File: src/rtl/game_pkg.sv
// Shared types and constants for the number-guessing round controller.
package game_pkg;

  typedef enum logic [2:0] {
    IDLE,
    LOAD,
    PLAY,
    CHECK,
    WIN,
    LOSE,
    NEXT,
    DONE
  } state_e;

  localparam int unsigned HINT_W = 2;
  localparam logic [HINT_W-1:0] HINT_NONE = 2'b00;
  localparam logic [HINT_W-1:0] HINT_LOW  = 2'b01;
  localparam logic [HINT_W-1:0] HINT_HIGH = 2'b10;

  // Fibonacci taps 8,6,5,4 (x^8 + x^6 + x^5 + x^4 + 1), maximal length
  localparam int unsigned LFSR_W = 8;
  localparam logic [LFSR_W-1:0] LFSR_TAPS = 8'hB8;

  function automatic logic [LFSR_W-1:0] lfsr_next(input logic [LFSR_W-1:0] v);
    return {v[LFSR_W-2:0], ^(v & LFSR_TAPS)};
  endfunction

endpackage

File: src/rtl/round_timer.sv
// Per-round countdown: tick divider running only while enabled, plus 7-bit timer.
module round_timer #(
  parameter int unsigned TICK_DIV   = 50000000,
  parameter int unsigned ROUND_TIME = 30
) (
  input  logic       clk,
  input  logic       rst_n,
  input  logic       load,
  input  logic       run,
  output logic       tick_c,
  output logic       zero_c,
  output logic [6:0] timer
);

  localparam int unsigned DIV_W = (TICK_DIV > 1) ? $clog2(TICK_DIV) : 1;

  logic [DIV_W-1:0] div;

  assign tick_c = run && (div == DIV_W'(TICK_DIV - 1));
  assign zero_c = (timer == 7'd0);

  // Divider is held at zero outside the run window so every entry starts a fresh tick period
  always_ff @(posedge clk or negedge rst_n) begin
    if (!rst_n) begin
      div <= '0;
    end else if (!run || tick_c) begin
      div <= '0;
    end else begin
      div <= div + DIV_W'(1);
    end
  end

  // Countdown: reload on load, decrement once per tick, never below zero
  always_ff @(posedge clk or negedge rst_n) begin
    if (!rst_n) begin
      timer <= 7'd0;
    end else if (load) begin
      timer <= 7'(ROUND_TIME);
    end else if (tick_c && !zero_c) begin
      timer <= timer - 7'd1;
    end
  end

endmodule

File: src/rtl/round_ctrl.sv
// Round sequencer for one game: secret pick, guess check, per-round timer, scoring.
// Optional magnitude hint output enabled by defining ROUND_CTRL_HINT_EN.
module round_ctrl
  import game_pkg::*;
#(
  parameter int unsigned TICK_DIV    = 50000000,
  parameter int unsigned ROUND_TIME  = 30,
  parameter int unsigned MAX_GUESSES = 5,
  parameter int unsigned NUM_ROUNDS  = 3,
  parameter int unsigned DIGIT_W     = 4
) (
  input  logic               clk,
  input  logic               restart,
  input  logic               start,
  input  logic               confirmButton,
  input  logic [DIGIT_W-1:0] guess,
  output logic [1:0]         round,
  output logic [6:0]         timer,
  output logic [2:0]         incorrect_guesses,
  output logic               round_win,
  output logic               round_lose,
  output logic               game_over,
  output logic [1:0]         score,
  output logic [HINT_W-1:0]  hint
);

  state_e              state;
  logic [LFSR_W-1:0]   lfsr;
  logic [DIGIT_W-1:0]  secret;
  logic [DIGIT_W-1:0]  guess_q;
  logic                conf_q;
  logic                start_q;
  logic                conf_pulse_c;
  logic                start_rise_c;
  logic                tick_c;
  logic                zero_c;
  logic                timeout_c;
  logic                load_c;
  logic                run_c;
  logic [2:0]          inc_next_c;

  assign conf_pulse_c = confirmButton & ~conf_q;
  assign start_rise_c = start & ~start_q;
  assign load_c       = (state == LOAD);
  assign run_c        = (state == PLAY);
  // zero_c only matters for a degenerate zero-length round
  assign timeout_c    = (tick_c && (timer == 7'd1)) || zero_c;
  assign inc_next_c   = incorrect_guesses + 3'd1;

  round_timer #(
    .TICK_DIV  (TICK_DIV),
    .ROUND_TIME(ROUND_TIME)
  ) u_timer (
    .clk   (clk),
    .rst_n (restart),
    .load  (load_c),
    .run   (run_c),
    .tick_c(tick_c),
    .zero_c(zero_c),
    .timer (timer)
  );

  // Free-running secret source plus button/start edge history
  always_ff @(posedge clk or negedge restart) begin
    if (!restart) begin
      lfsr    <= LFSR_W'(1);
      conf_q  <= 1'b0;
      start_q <= 1'b0;
    end else begin
      lfsr    <= lfsr_next(lfsr);
      conf_q  <= confirmButton;
      start_q <= start;
    end
  end

  // Round sequencing FSM with registered outputs
  always_ff @(posedge clk or negedge restart) begin
    if (!restart) begin
      state             <= IDLE;
      round             <= 2'd0;
      incorrect_guesses <= 3'd0;
      round_win         <= 1'b0;
      round_lose        <= 1'b0;
      game_over         <= 1'b0;
      score             <= 2'd0;
      secret            <= '0;
      guess_q           <= '0;
`ifdef ROUND_CTRL_HINT_EN
      hint              <= HINT_NONE;
`endif
    end else begin
      round_win  <= 1'b0;
      round_lose <= 1'b0;
      case (state)
        IDLE: begin
          if (start) begin
            state <= LOAD;
            round <= 2'd1;
            score <= 2'd0;
          end
        end
        LOAD: begin
          secret            <= lfsr[DIGIT_W-1:0];
          incorrect_guesses <= 3'd0;
`ifdef ROUND_CTRL_HINT_EN
          hint              <= HINT_NONE;
`endif
          state             <= PLAY;
        end
        PLAY: begin
          if (timeout_c) begin
            state      <= LOSE;
            round_lose <= 1'b1;
          end else if (conf_pulse_c) begin
            guess_q <= guess;
            state   <= CHECK;
          end
        end
        CHECK: begin
          if (guess_q == secret) begin
            state     <= WIN;
            round_win <= 1'b1;
            if (score != 2'd3) begin
              score <= score + 2'd1;
            end
          end else begin
            incorrect_guesses <= inc_next_c;
`ifdef ROUND_CTRL_HINT_EN
            hint <= (guess_q < secret) ? HINT_LOW : HINT_HIGH;
`endif
            if (inc_next_c == 3'(MAX_GUESSES)) begin
              state      <= LOSE;
              round_lose <= 1'b1;
            end else begin
              state <= PLAY;
            end
          end
        end
        WIN, LOSE: begin
          state <= NEXT;
        end
        NEXT: begin
          if (round == 2'(NUM_ROUNDS)) begin
            state     <= DONE;
            game_over <= 1'b1;
          end else begin
            round <= round + 2'd1;
            state <= LOAD;
          end
        end
        DONE: begin
          if (start_rise_c) begin
            state     <= LOAD;
            round     <= 2'd1;
            score     <= 2'd0;
            game_over <= 1'b0;
          end
        end
        default: begin
          state <= IDLE;
        end
      endcase
    end
  end

`ifndef ROUND_CTRL_HINT_EN
  assign hint = HINT_NONE;
`endif

endmodule

File: config.mk
export PLATFORM = sky130hd
export DESIGN_NAME = round_ctrl
export DESIGN_NICKNAME = d
export VERILOG_FILES = /design/src/rtl/game_pkg.sv /design/src/rtl/round_timer.sv /design/src/rtl/round_ctrl.sv
export SDC_FILE = /design/constraint.sdc
export NUM_CORES = 1
export LEC_CHECK = 0
export CAP_MARGIN = 0
export CORE_UTILIZATION = 30
export CTS_BUF_LIST = sky130_fd_sc_hd__clkbuf_16
export DETAILED_ROUTE_END_ITERATION = 6
export DONT_BUFFER_PORTS = 1
export PLACE_DENSITY = 0.54
export SKIP_LAST_GASP = 1
export SYNTH_ARGS = -nofsm -noshare
export SYNTH_HDL_FRONTEND = slang
export SYNTH_SLANG_ARGS = --single-unit
File: constraint.sdc
create_clock -name clk -period 2.9 [get_ports clk]
set_input_delay 0.145 -clock clk [delete_from_list [all_inputs] [get_ports clk]]
set_output_delay 0.145 -clock clk [all_outputs]
set_load 0.02 [all_outputs]
==> flow_metrics.env <==
export IMPL_outcome="finished clean"
export IMPL_ys_seq_area_frac=0.518
export IMPL_pwr_share_comb=0.207
export IMPL_synth_top_cell_area_share=0.510
export IMPL_clk_path_buf_depth=2
export IMPL_p_leak_nw=1.54
export IMPL_start_util=0.314
export IMPL_hold_slack_ns=0.0462
export IMPL_power_switching_share=0.323
export IMPL_synth_top_family_by_area="simple AND/OR/NAND/NOR gates"
export IMPL_cts_buffers=9
export IMPL_rsz0062_at_grt="false"
export IMPL_relSlewSlack=0.621
export IMPL_crit_path_start="u_timer.div[0]"
export IMPL_n_fill_cell=965
export IMPL_clkPwrFrac=0.393
export IMPL_synth_seq_cells=64
export IMPL_clk_latency_ns=0.33
export IMPL_cts_resized=0
export IMPL_worstSetupPathType="register to register"
export IMPL_insertedDiodeCount=0
export IMPL_die_x_um=104
export IMPL_multiInputGateArea_mm2=0.00140
export IMPL_synthArstFlopShare=1.00
export IMPL_htree_num_levels=3
export IMPL_power_internal_mw=1.98
export IMPL_ys_warn_count=0
export IMPL_dieArea_mm2=0.0107
export IMPL_wl_per_cell_um=13.0
export IMPL_synth_top_cell_by_area="dfrtp_1"
export IMPL_worst_pin_slew_ns=0.561
export IMPL_row_count=36
export IMPL_timing_rr_end="guess_q[3]"
export IMPL_drt_pass1_iter_count=4
export IMPL_p_seq_frac=0.399
export IMPL_clkTransAtPathRegs_ns=0.06
export IMPL_power_density_mw_per_mm2=800
export IMPL_fmax_ghz=0.462
export IMPL_grt_total_usage=0.124
export IMPL_grt_start_max_net_pins=65
export IMPL_arrival_ns=2.38
export IMPL_min_period_ns=2.16
export IMPL_synth_compound_gate_area_share=0.0704
export IMPL_worstSetupEndpoint="guess_q[3]"
export IMPL_clock_skew_ns=0.00738
export IMPL_routabilityCongestion=0.767
export IMPL_synth_edf_count=0
export IMPL_r2r_start="u_timer.div[0]"
export IMPL_synthFlopType="dfrtp_1"
export IMPL_worstSetupEndpointType="register"
export IMPL_seqCellArea_mm2=0.00160
export IMPL_nets=336
export IMPL_yosys_top_cells_area="dfrtp_1 (51%), xor2_1 (5.4%), nor2_1 (4.9%)"
export IMPL_viasPerCell=4.65
export IMPL_fin_setup_tns_ns=0
export IMPL_coreArea_mm2=0.00986
export IMPL_ios=27
export IMPL_drv_cap=0
export IMPL_fin_crit_sh=0.746
export IMPL_num_vias=2128
export IMPL_reg2reg_slack_ns=0.74
export IMPL_chipHeight_um=104
export IMPL_synth_simple_area_share=0.230
export IMPL_vdd_drop_max_uv=542
export IMPL_grt_overflow_total=0
export IMPL_post_route_drc_count=0
export IMPL_netlist_top_cells_count="dfrtp_1 (63), nor2_1 (40), nand2_1 (33)"
export IMPL_grt_pass1_vias=2177
export IMPL_yosys_area_share_adder=0.0323
export IMPL_syn_avg_cell_area_um2=10.1
export IMPL_crit_fanout=11
export IMPL_synthesis_area_mm2=0.00309
export IMPL_synth_xor_xnor_area_share=0.0906
export IMPL_start_kind="register"
export IMPL_reg2regPathDepth=6
export IMPL_worstHoldPathCells=2
export IMPL_cts_tree="built"
export IMPL_final_hold_violation_count=0
export IMPL_wl_um=5940
export IMPL_cts_num_sinks=64
export IMPL_hpwl_um=4000
export IMPL_io_buffers=0
export IMPL_syn_to_final_growth_pct=18.1
export IMPL_syn_inst=307
export IMPL_yosys_cell_types_count=49
export IMPL_cts_root_buf="clkbuf_16"
export IMPL_p_sw_uw=944
export IMPL_hold_class="primary input to register"
export IMPL_antenna_left=0
export IMPL_yosysMostFrequentCell="dfrtp_1"
export IMPL_critPathRequiredTime_ns=3.12
export IMPL_cts_hold_buffers=8
export IMPL_slew_viol_final=0
export IMPL_layout_drive_gt1_share=0.102
export IMPL_antenna_found_initial=0
export IMPL_drtIter0Drc=59
export IMPL_grt_pass1_wl_um=10500
export IMPL_postCtsSetupRepairBufs=0
export IMPL_synth_mux_area_frac=0.0275
export IMPL_finalSetupViolCount=0
[cells by family after synthesis]
group                      count (synthesis)
buffers and inverters                     20
DFF                                       64
adders and majority gates                  8
xor gates and xnor gates                  32
other                                      1
AOI/OAI and AO/OA                         34
and+or+nand+nor                          140
muxes                                      8
[power by group through the flow]
stage	clock (mW)	combinational [mW]	sequential, mW
5_1_grt	1.21	0.693	1.19
3_3_place_gp	0	0.578	1.18
2_1_floorplan	0	0.501	1.12
6_report	1.15	0.606	1.17
3_5_place_dp	0	0.582	1.19
4_1_cts	1.18	0.619	1.17
[metal layers]
metal / vias to the layer above / GRT usage / part of all wire
li1: 1071 / - / -
met1: 1021 / 0.149 / 0.45
met2: 29 / 0.204 / 0.49
met3: 7 / 0.0466 / 0.045
met4: 0 / 0.0404 / 0.013
met5: - / 0 / 0
[worst min-delay path by stage]
stage	startpoint	slack, ns	endpoint
final	start	0.05	state[1]
after global routing	start	0.06	state[1]
after CTS	start	0.05	state[1]
after detailed placement	restart	-0.15	u_timer.div[6]
after floorplan	restart	-0.15	conf_q
after global placement	restart	-0.15	u_timer.div[6]
[layout by cell type (no fill, tap or decap), types with 2 or more instances in the layout]
cell type,n
a211oi_1,2
a21oi_1,11
a31oi_1,2
and2_1,3
and3_1,5
and4_1,2
buf_4,4
bufinv_16,2
clkbuf_16,9
clkinvlp_4,3
conb_1,2
dfrtp_1,63
dlygate4sd3_1,7
ha_1,8
inv_1,9
mux2_2,4
mux2i_1,4
nand2_1,33
nand2b_1,3
nand3_1,20
nand3_2,2
nand4_1,8
nor2_1,40
nor2b_1,6
nor3_1,2
nor4_1,4
nor4bb_1,2
o21ai_0,7
o31a_1,2
o31ai_1,2
or3b_1,2
xnor2_1,13
xor2_1,19
[worst max-delay path: stages, from the launching register on]
cell and delay, ns:
dfrtp_1 0.38, ha_1 0.23, nand3_2 0.11, or2_4 0.28
or3_4 0.45, o211a_1 0.32, mux2_2 0.29
[sequential cells by signal (all words and copies together) (netlist names), 2 cells and up]
| name | count |
|---|---|
| round | 2 |
| state | 3 |
| score | 2 |
| guess_q | 4 |
| u_timer.div | 26 |
| u_timer.timer | 7 |
| lfsr | 8 |
| secret | 4 |
| incorrect_guesses | 3 |
[metrics by stage]
step           cell area (µm²)  instances  setup WS [ns]  power (mW)   util
2_1_floorplan             3100        308          0.820        1.62      -
3_3_place_gp              3240        434          0.744        1.76  0.328
3_5_place_dp              3240        434          0.737        1.77  0.328
4_1_cts                   3650        458          0.735        2.97  0.370
5_1_grt                   3650        458          0.584        3.10  0.370
6_report                  3650        458          0.736        2.92  0.370
[cell type report]
class	instances	area share
inverters	9	0.00924
repair buffers	12	0.0349
clock buffers	9	0.0616
well taps	133	0.0455
multi-input cells	224	0.384
clock inverters	7	0.0264
flip-flops and latches	64	0.439
No activity file was read; power rests on OpenSTA's default activity.
